## src/rtl/sigmoid_act_pipe_if.sv

```systemverilog
// Stream and ROM-side signals of the sigmoid activation stage.
// Handshake: a word moves on a rising edge where valid && ready; valid, once raised, holds with stable data until that edge.
interface sigmoid_act_pipe_if #(
    parameter int DATA_W = 16
);
    logic              in_valid;
    logic              in_ready;
    logic [DATA_W-1:0] in_data;
    logic [5:0]        rom_addr;
    logic [15:0]       rom_data;
    logic              out_valid;
    logic              out_ready;
    logic [15:0]       out_data;
    logic [15:0]       sat_count;

    modport master (
        output in_valid, in_data, rom_data, out_ready,
        input  in_ready, rom_addr, out_valid, out_data, sat_count
    );

    modport slave (
        input  in_valid, in_data, rom_data, out_ready,
        output in_ready, rom_addr, out_valid, out_data, sat_count
    );
endinterface

```

## src/rtl/sigmoid_act_pipe.sv

```systemverilog
// Two-stage sigmoid activation: S1 folds |x| into a saturated ROM address,
// S2 reads the half-range ROM and rebuilds negative inputs as 1 - sigmoid(|x|).
module sigmoid_act_pipe #(
    parameter int DATA_W     = 16,
    parameter int STEP_SHIFT = 5,
    parameter int MAX_IDX    = 48,
    parameter int ONE_Q      = 256
) (
    input logic              clk,
    input logic              rst,
    sigmoid_act_pipe_if.slave bus
);
    logic              s1_valid;
    logic              s1_neg;
    logic              s2_valid;
    logic              s2_free;
    logic              s1_adv;
    logic              accept;
    logic [DATA_W:0]   in_ext;
    logic [DATA_W:0]   mag;
    logic [DATA_W:0]   idx;
    logic              sat;
    logic [5:0]        addr_next;
    logic [7:0]        r;
    logic [8:0]        res;

    // One extra bit so that |0x8000| = 0x8000 does not wrap.
    assign in_ext    = {bus.in_data[DATA_W-1], bus.in_data};
    assign mag       = bus.in_data[DATA_W-1] ? (~in_ext + 1'b1) : in_ext;
    assign idx       = mag >> STEP_SHIFT;
    assign sat       = idx > (DATA_W+1)'(MAX_IDX);
    assign addr_next = sat ? 6'(MAX_IDX) : idx[5:0];

    assign r   = bus.rom_data[7:0];
    assign res = s1_neg ? (9'(ONE_Q) - {1'b0, r}) : {1'b0, r};

    assign s2_free      = !s2_valid || bus.out_ready;
    assign s1_adv       = s1_valid && s2_free;
    assign bus.in_ready = !s1_valid || s2_free;
    assign accept       = bus.in_valid && bus.in_ready;
    assign bus.out_valid = s2_valid;

    always_ff @(posedge clk) begin
        if (rst) begin
            s1_valid      <= 1'b0;
            s1_neg        <= 1'b0;
            s2_valid      <= 1'b0;
            bus.rom_addr  <= '0;
            bus.out_data  <= '0;
            bus.sat_count <= '0;
        end else begin
            if (accept) begin
                bus.rom_addr  <= addr_next;
                s1_neg        <= bus.in_data[DATA_W-1];
                bus.sat_count <= bus.sat_count + {15'b0, sat};
            end

            if (accept)
                s1_valid <= 1'b1;
            else if (s1_adv)
                s1_valid <= 1'b0;

            // S2 reloads whenever S1 advances, so a drain only clears it when S1 is empty.
            if (s1_adv) begin
                bus.out_data <= {7'b0, res};
                s2_valid     <= 1'b1;
            end else if (s2_valid && bus.out_ready) begin
                s2_valid <= 1'b0;
            end
        end
    end
endmodule

```

## src/flat_wrapper.sv

```systemverilog
// flat-port wrapper written by rule: the top's interface ports become plain ports
module sigmoid_act_pipe_flat 
#(
    parameter int DATA_W     = 16,
    parameter int STEP_SHIFT = 5,
    parameter int MAX_IDX    = 48,
    parameter int ONE_Q      = 256
)
  (clk, rst, bus_in_valid, bus_in_data, bus_rom_data, bus_out_ready, bus_in_ready, bus_rom_addr, bus_out_valid, bus_out_data, bus_sat_count);
  sigmoid_act_pipe_if #(.DATA_W(DATA_W)) bus_i ();
  input logic clk;
  input logic rst;
  input wire logic [$bits(bus_i.in_valid)-1:0] bus_in_valid;
  input wire logic [$bits(bus_i.in_data)-1:0] bus_in_data;
  input wire logic [$bits(bus_i.rom_data)-1:0] bus_rom_data;
  input wire logic [$bits(bus_i.out_ready)-1:0] bus_out_ready;
  output wire logic [$bits(bus_i.in_ready)-1:0] bus_in_ready;
  output wire logic [$bits(bus_i.rom_addr)-1:0] bus_rom_addr;
  output wire logic [$bits(bus_i.out_valid)-1:0] bus_out_valid;
  output wire logic [$bits(bus_i.out_data)-1:0] bus_out_data;
  output wire logic [$bits(bus_i.sat_count)-1:0] bus_sat_count;
  assign bus_i.in_valid = bus_in_valid;
  assign bus_i.in_data = bus_in_data;
  assign bus_i.rom_data = bus_rom_data;
  assign bus_i.out_ready = bus_out_ready;
  assign bus_in_ready = bus_i.in_ready;
  assign bus_rom_addr = bus_i.rom_addr;
  assign bus_out_valid = bus_i.out_valid;
  assign bus_out_data = bus_i.out_data;
  assign bus_sat_count = bus_i.sat_count;
  sigmoid_act_pipe #(.DATA_W(DATA_W), .STEP_SHIFT(STEP_SHIFT), .MAX_IDX(MAX_IDX), .ONE_Q(ONE_Q)) u_core (.clk(clk), .rst(rst), .bus(bus_i));
endmodule
```

## config.mk

```make
export PLATFORM = sky130hd
export DESIGN_NAME = sigmoid_act_pipe_flat
export DESIGN_NICKNAME = d
export VERILOG_FILES = /design/src/rtl/sigmoid_act_pipe_if.sv /design/src/rtl/sigmoid_act_pipe.sv /design/src/flat_wrapper.sv
export SDC_FILE = /design/constraint.sdc
export NUM_CORES = 1
export LEC_CHECK = 0
export CAP_MARGIN = 20
export CORE_MARGIN = 5
export CORE_UTILIZATION = 40
export CTS_CLUSTER_SIZE = 8
export DETAILED_ROUTE_END_ITERATION = 16
export PLACE_DENSITY = 0.87
export SETUP_SLACK_MARGIN = 0.4
export SYNTH_ARGS = -nofsm -noshare
export SYNTH_HDL_FRONTEND = slang
export SYNTH_SLANG_ARGS = --single-unit
```

## constraint.sdc

```tcl
create_clock -name clk -period 3.96 [get_ports clk]
set_clock_uncertainty 0.2 [all_clocks]
set_input_delay 0.594 -clock clk [delete_from_list [all_inputs] [get_ports clk]]
set_output_delay 0.594 -clock clk [all_outputs]
set_load 0.02 [all_outputs]
```

# Yosys cells after proc, flatten, opt, wreduce, memory -nomap -nowiden
# Cells that the tools add are included.
# Widths: inputs -> output; s select.
[classes]
addsub = 3
order_cmp = 1
n_mux = 7
bitwise = 1
reduce_logical = 9
[ops]
columns = ["cell", "n"]
rows = [
  ["$add 17x1->17 const B", 1],
  ["$mux 17", 1],
  ["$not 17->17", 1],
  ["$add 16x1->16", 1],
  ["$gt 12x6->1 const B", 1],
  ["$mux 9", 1],
  ["$sub 9x8->9 const A", 1],
  ["$mux 6", 1],
  ["$mux 1", 4],
  ["$reduce_bool 2->1", 2],
  ["$logic_and 1x1->1", 3],
  ["$logic_not 1->1", 2],
  ["$logic_or 1x1->1", 2],
]
[word_totals]
regBits = 34
word_cells = 27

# Depth between registers and ports, before layout
# Gate-level depths: netlist of run 1.
[depth]
ltp_word = 5
mapped_depth = 12
depth_no_buf = 12

# Least setup slack after synthesis of run 1
# Ideal clock, no wire load.
[synth_path]
path_kind = "input -> register"
start = "in bus_in_data[2]"
end = "reg u_core.bus.sat_count[12]"
setup_time_ns = 0.128
arrival_ns = 2.938
t_required_ns = 3.632
slack_ns = 0.695
path_stages = 11
path_buffers = 0
path_cell_list = "or4_1 > o21ai_1 > a221oi_1 > or4_1 > ha_1 > ha_1 > nand4_1 > nor2_1 > nand3_1 > xor2_1 > nor2_1"
[synth_between]
elab_chain_len = 5
[synth_lines]
columns = ["item", "line", "text"]
rows = [
  ["start, declared", "flat_wrapper.sv:14", "input wire logic [$bits(bus_i.in_data)-1:0] bus_in_data;"],
  ["$not 17->17", "sigmoid_act_pipe.sv:29", "assign mag = bus.in_data[DATA_W-1] ? (~in_ext + 1'b1) : in_ext;"],
  ["$add 17x1->17", "sigmoid_act_pipe.sv:29", ""],
  ["$mux 17", "sigmoid_act_pipe.sv:29", ""],
  ["$gt 12x6->1", "sigmoid_act_pipe.sv:31", "assign sat = idx > (DATA_W+1)'(MAX_IDX);"],
  ["$add 16x1->16", "sigmoid_act_pipe.sv:55", "bus.sat_count <= bus.sat_count + {15'b0, sat};"],
  ["end signal, assigned", "sigmoid_act_pipe.sv:55", ""],
  ["end, declared", "sigmoid_act_pipe_if.sv:23", "output in_ready, rom_addr, out_valid, out_data, sat_count"],
]
# Every way passes these cells.
# A chain may end at the register's enable or synchronous reset.

# Worst setup path in the final report of run 1
[layout_path]
start = "in bus_in_data[1]"
end = "reg u_core.bus.sat_count[12]"
# Same word-level chain as after synthesis.

==> run_results.csv, run 1 <==
group,metric,value,unit
outcome,status,"complete, no violations",
drt,top_layer_used,"met4",
pwr,leakagePower,0.947,nW
clock_network,cts_tree,"done",
drt,post_drt_wl_per_cell,12.5,um
die,die_width,76.5,um
global_route,grt_max_degree,33,
drt,wl,4180,um
final_layout,fin_cells,335,
synthesis,yosysTopAreaCell,"dfxtp_1",
die,design.portCount,76,
timing,max_freq,0.290,GHz
setup_path,crit_path_cell_trace,"clkdlybuf4s50_1, or4_4, o21ai_4, a221oi_2, or4_1, ha_1, ha_1, nand4_1, nor2_1, nand3_1, xor2_1, nor2_1",
setup_path,startpoint_type,"input pin",
setup_path,cp.required,3.93,ns
timing,finalSetupTns,0,ns
global_route,grt_pass1_wl,7040,um
timing,worst_slack,0.518,ns
global_route,grt_pass1_vias,1605,
synthesis,synth_enable_flop_cells,0,
synthesis,synth_cells,219,
clock_network,h-tree-depth,2,
clock_network,clock_sinks,34,
timing,hold_slack,0.243,ns
place,gp_congestion,0.844,
setup_path,worstSetupPathType,"in2reg",
pwr,pwr_density_cell,315,nW/um^2
synthesis,ys_ff_latch,34,
run,max_cap_violations,0,
drt,drt_iter0_drc,78,
drt,antenna_left,0,
timing,rsz0062_at_grt,"false",
synthesis,avgSynthCellArea,8.07,um^2
setup_path,end_kind,"flop",
clock_network,clock_latency,0.29,ns
setup_path,worst-path-max-fanout,3,
drt,route.detailed.drc,0,
clock_network,postCtsSetupRepairBufs,0,
synthesis,ys_types,37,
die,fp.dieH,76.5,um
drt,wl_met2,2160,um
timing,finalCriticalPeriod,3.44,ns
timing,setup_viol,0,
place,place.port_buffers,60,
synthesis,ys_seq_area_share,38.5,%
final_layout,areaGrowthSynthToFinish,46.0,%
synthesis,syn-cell-area,1770,um^2
hold_path,hp-class,"reg2reg",
setup_path,crit_slowest_cell,"or4_4",
drt,vias_per_cell,5.04,
synthesis,synth.area.top_cells,"dfxtp_1, xor2_1, nor2_1",
setup_path,arrival,3.41,ns
place,numPlacedInstances,327,
place,dp_slack,0.0231,ns
timing,worst_pin_slew,0.567,ns
drt,firstDrtPassIters,4,
die,start_util,40.9,%
synthesis,synthFlopType,"dfxtp_1",
clock_network,cts_inserted_buffers,5,
die,rows,24,
synthesis,synth_warnings,0,
final_layout,finalCoreUtilization,59.7,%
place,dpl_cell_area,2410,um^2
pwr,power,0.813,mW
final_layout,drive_above_1_share,7.07,%
drt,wl_met1,1640,um
timing,relSlewSlack,62.2,%
clock_network,clockBufferDepth,2,
synthesis,synth_top_area_share,38.5,%
timing,fin_crit_sh,86.9,%
setup_path,cpPeakStageDelay,0.59,ns
die,die-area,5850,um^2
final_layout,fin_nets,321,
place,dp_hpwl,3310,um
setup_path,r2r_start,"u_core.bus.out_valid",
global_route,grtUsageTotal,14.4,%
die,fp.coreArea,4320,um^2
setup_path,cp-startpoint,"bus_in_data[1]",
clock_network,cts_root_buf,"clkbuf_8",
synthesis,async_flop_share,0,%
drt,dr_total_vias,1690,
timing,slew_viol_final,0,
final_layout,diodes,0,
global_route,antenna_found_initial,0,
final_layout,design_area,2580,um^2
clock_network,path_clk_slew,0.07,ns
timing,hold_viol_final,0,
drt,route.met3.wl,295,um
hold_path,min_from,"u_core.bus.rom_addr[0]",
pwr,ir_worst_vdd,132,uV
clock_network,hold_buffers,0,
global_route,grt-ovfl-total,0,
[synthesized netlist by cell type, types with 2 or more instances]
library cell / count
dfxtp_1: 34
nor2_1: 31
nand2_1: 22
xor2_1: 17
a211oi_1: 10
inv_1: 9
nand3_1: 9
a21oi_1: 8
buf_4: 7
clkbuf_1: 7
or3_1: 7
xnor2_1: 7
nand4_1: 5
o21ai_0: 5
o21ai_1: 5
nor4_1: 4
ha_1: 3
mux2i_1: 3
or4_1: 3
a31oi_1: 2
and2_1: 2
nand2b_1: 2
nand3b_1: 2
o31ai_1: 2
[metal layers]
| layer | up-vias | global-route usage (%) |
|---|---|---|
| met3 | 10 | 5.08 |
| met5 | - | 0 |
| li1 | 875 | - |
| met1 | 761 | 15.2 |
| met4 | 0 | 6.99 |
| met2 | 44 | 25.3 |
[registers in the layout (all words and copies together), names as in the netlist]
| signal | cells |
|---|---|
| u_core.s1_valid | 1 |
| u_core.bus.sat_count | 16 |
| u_core.s1_neg | 1 |
| u_core.bus.out_valid | 1 |
| u_core.bus.rom_addr | 6 |
| u_core.bus.out_data | 9 |
[layout by cell type (no fill, tap or decap), drive strengths merged, types with 3 or more instances in the layout]
cell type / Yosys / final
inv: 9 / 9
xnor2: 7 / 7
nand2: 22 / 22
clkdlybuf4s50: 0 / 58
o21ai: 10 / 10
a21oi: 8 / 8
nor4: 4 / 4
ha: 3 / 3
or3: 7 / 7
nand3: 9 / 9
nor2: 31 / 31
a211oi: 10 / 10
buf: 8 / 5
nand4: 5 / 5
clkbuf: 7 / 5
conb: 1 / 7
xor2: 17 / 17
dfxtp: 34 / 34
or4: 4 / 4
mux2i: 3 / 3
[worst max-delay path, delay by kind of cell]
family / cells / cell delay, ns
xor+xnor: 1 / 0.15
fa+ha+maj: 2 / 0.42
simple gates: 6 / 1.50
compound gates: 2 / 0.29
buf+inv: 1 / 0.46
[path summary, 6_finish.rpt]
check,to,slack (ns),cells after the start
max reg2reg,u_core.bus.rom_addr[2],2.04,5
max,u_core.bus.sat_count[12],0.52,12
min,u_core.bus.rom_addr[0],0.24,2
min reg2reg,u_core.bus.rom_addr[0],0.24,2
[timing repair]
action	in CTS	in global routing
pin swaps	0	4
gates resized for setup	3	8
setup endpoints to repair	4	11
[where the power goes]
part | total (mW) | internal [mW] | switching (mW)
sequential | 0.362 | 0.354 | 0.00777
combinational | 0.143 | 0.0684 | 0.0747
clock | 0.308 | 0.185 | 0.123
[kinds of logic (layout without fill, tap and decap cells)]
| group | Yosys count | in the layout | synth area share (%) |
|---|---|---|---|
| AND/OR/NAND/NOR | 94 | 94 | 26.3 |
| AO/OA/AOI/OAI | 36 | 36 | 12.7 |
| flip-flops | 34 | 34 | 38.5 |
| XOR/XNOR | 24 | 24 | 11.9 |
| buffers and inverters | 24 | 82 | 6.65 |
| adder cells (fa/ha/maj) | 3 | 3 | 2.12 |
| multiplexers | 3 | 3 | 1.70 |
| other | 1 | 7 | 0.212 |
[final cells by class]
class / instances / area [um^2]
fill: 396 / 1740
multi-input combinational: 167 / 1050
sequential: 34 / 681
timing repair buffer: 65 / 643
clock buffer: 5 / 68.8
tap: 52 / 65.1
clock inverter: 3 / 40.0
inverter: 9 / 33.8
Power figures use the tool's default switching activity.
==> inputs of run 2 (changes only) <==
- clock period: 3.96 -> 3.7 ns (I/O delays scaled with it)
==> run 2 against run 1 <==
Non-clock buffer count rose by 6. Sequential share of layout area fell by 0.83 points. Sequential power rose by 7.2%. First-iteration DRC count rose by 10%. Critical path depth did not move. Global-route usage rose by 0.51 points. Final cell count rose by 1.8%. Via count rose by 5.2%. Sequential cell count did not move. Design area rose by 3.2%. Die area did not move.
==> run_results.csv, run 2 (synthesis results as in run 1) <==
group,metric,value,unit
drt,wl,4490,um
clock_network,hold_buffers,0,
die,design.portCount,76,
timing,hold_slack,0.249,ns
hold_path,holdPathEnd,"u_core.bus.rom_addr[1]",
setup_path,timing.rr.end,"u_core.bus.sat_count[15]",
global_route,grt_pass1_wl,7270,um
drt,vias_per_cell,5.21,
clock_network,cts_inserted_buffers,5,
pwr,power,0.879,mW
final_layout,final_common_cell,"clkdlybuf4s50_1",
timing,fin_crit_sh,86.5,%
place,numPlacedInstances,333,
pwr,pwr_density_cell,330,nW/um^2
drt,dr_total_vias,1778,
hold_path,min_from,"u_core.bus.rom_addr[1]",
setup_path,cpPeakStageDelay,0.56,ns
setup_path,crit_path_cell_trace,"clkdlybuf4s50_1, or4_1, o22ai_1, a21oi_1, or4_4, ha_4, ha_4, nand4_1, buf_4, nor2_1, xnor2_1, nor2_1",
timing,rsz0062_at_grt,"false",
clock_network,clockBufferDepth,2,
setup_path,worstSetupPathType,"in2reg",
setup_path,end_kind,"flop",
setup_path,r2r_start,"u_core.bus.sat_count[3]",
timing,finalCriticalPeriod,3.20,ns
hold_path,hp-class,"reg2reg",
clock_network,h-tree-depth,2,
setup_path,cp.required,3.67,ns
clock_network,cts_tree,"done",
setup_path,crit_slowest_cell,"or4_4",
final_layout,final_cell_mix,"clkdlybuf4s50_1, dfxtp_1, nor2_1, nand2_1, xor2_1",
die,die_width,76.5,um
die,rows,24,
final_layout,design_area,2670,um^2
die,die-area,5850,um^2
setup_path,reg2reg_depth,6,
hold_path,hold-path-cell-count,2,
final_layout,fin_nets,327,
clock_network,clock_latency,0.29,ns
place,dpl_cell_area,2450,um^2
final_layout,areaGrowthSynthToFinish,50.7,%
final_layout,n_fill_cell,394,
place,dp_hpwl,3440,um
final_layout,reg_top3,"u_core.bus.sat_count: 16 flops, u_core.bus.out_data: 9 flops, u_core.bus.rom_addr: 6 flops",
final_layout,finalCoreUtilization,61.6,%
clock_network,cts_root_buf,"clkbuf_8",
setup_path,startpoint_type,"input pin",
timing,relSlewSlack,61.0,%
die,fp.dieH,76.5,um
setup_path,reg2reg_slack,1.77,ns
die,start_util,40.9,%
pwr,ir_worst_vdd,189,uV
final_layout,top_register,"u_core.bus.sat_count",
timing,max_freq,0.313,GHz
timing,hold_viol_final,0,
place,gp_congestion,0.821,
drt,route.detailed.drc,0,
clock_network,path_clk_slew,0.07,ns
pwr,leakagePower,1.01,nW
timing,slew_viol_final,0,
final_layout,diodes,0,
drt,post_drt_wl_per_cell,13.2,um
setup_path,worst-path-max-fanout,5,
global_route,antenna_found_initial,0,
place,place.port_buffers,60,
setup_path,arrival,3.17,ns
global_route,grtUsageTotal,14.9,%
die,fp.coreArea,4320,um^2
timing,setup_viol,0,
final_layout,largest_reg_flops,16,
global_route,grt_max_degree,33,
timing,worst_pin_slew,0.585,ns
drt,antenna_left,0,
drt,drt_iter0_drc,86,
global_route,grt_pass1_vias,1694,
final_layout,fin_cells,341,
run,max_cap_violations,0,
clock_network,clock_sinks,34,
outcome,status,"complete, no violations",
final_layout,drive_above_1_share,11.8,%
global_route,grt-ovfl-total,0,
drt,firstDrtPassIters,4,
clock_network,postCtsSetupRepairBufs,0,
[run 2: cell count changes in the layout (fill, tap and decap cells not counted), sizes merged]
cell / previous run / this run
buf: 5 / 11
clkdlybuf4s50: 58 / 54
dlymetal6s2s: 2 / 6
[run 2: timing repair]
item	in CTS	in global routing
pin swaps	1	9
gates resized for setup	3	20
setup endpoints to repair	7	10
[run 2: per-stage QoR]
step / setup WS [ns] / setup TNS, ns
after floorplan: 0.474 / 0
after global placement: 0.0193 / 0
after detailed placement: -0.0243 / -0.0483
after CTS: 0.400 / 0
after global routing: 0.384 / 0
final: 0.500 / 0
[run 2: layer usage]
metal | track usage (%) | up-vias | wire (um) | share of wire (%)
met5 | 0 | - | 0 | 0
met4 | 8.39 | 0 | 114 | 2.5
met3 | 4.73 | 11 | 303 | 6.8
met2 | 27.2 | 55 | 2390 | 53
met1 | 14.7 | 828 | 1680 | 37
li1 | - | 884 | - | -
[run 2: worst max-delay path: cells and delay by family]
family          cells  cell delay [ns]
simple gates        5             1.30
buf+inv             2             0.61
fa+ha+maj           2             0.34
compound gates      2             0.24
xor+xnor            1             0.13
[run 2: area by class of cell]
cell class	count	area [um^2]	area share, %
multi-input cells	167	1080	40.5
well taps	52	65.1	2.44
inverters	9	33.8	1.27
flip-flops and latches	34	681	25.5
clock buffers	5	68.8	2.58
clock inverters	3	40.0	1.50
repair buffers	71	698	26.2
[run 2: where the power goes]
part           internal (mW)  total [mW]  switching [mW]
Combinational         0.0780       0.159          0.0815
Clock                  0.198       0.332           0.134
Sequential             0.379       0.388         0.00965
Total                  0.655       0.879           0.225
[run 2: worst max-delay path by stage]
stage                          startpoint  slack (ns)                       end
final                     bus_in_data[11]        0.50   u_core.bus.sat_count[4]
after global routing       bus_in_data[2]        0.38   u_core.bus.sat_count[6]
after CTS                  bus_in_data[2]        0.40  u_core.bus.sat_count[12]
after detailed placement   bus_in_data[4]       -0.02  u_core.bus.sat_count[15]
after global placement     bus_in_data[2]        0.02  u_core.bus.sat_count[15]
after floorplan            bus_in_data[2]        0.47  u_core.bus.sat_count[12]
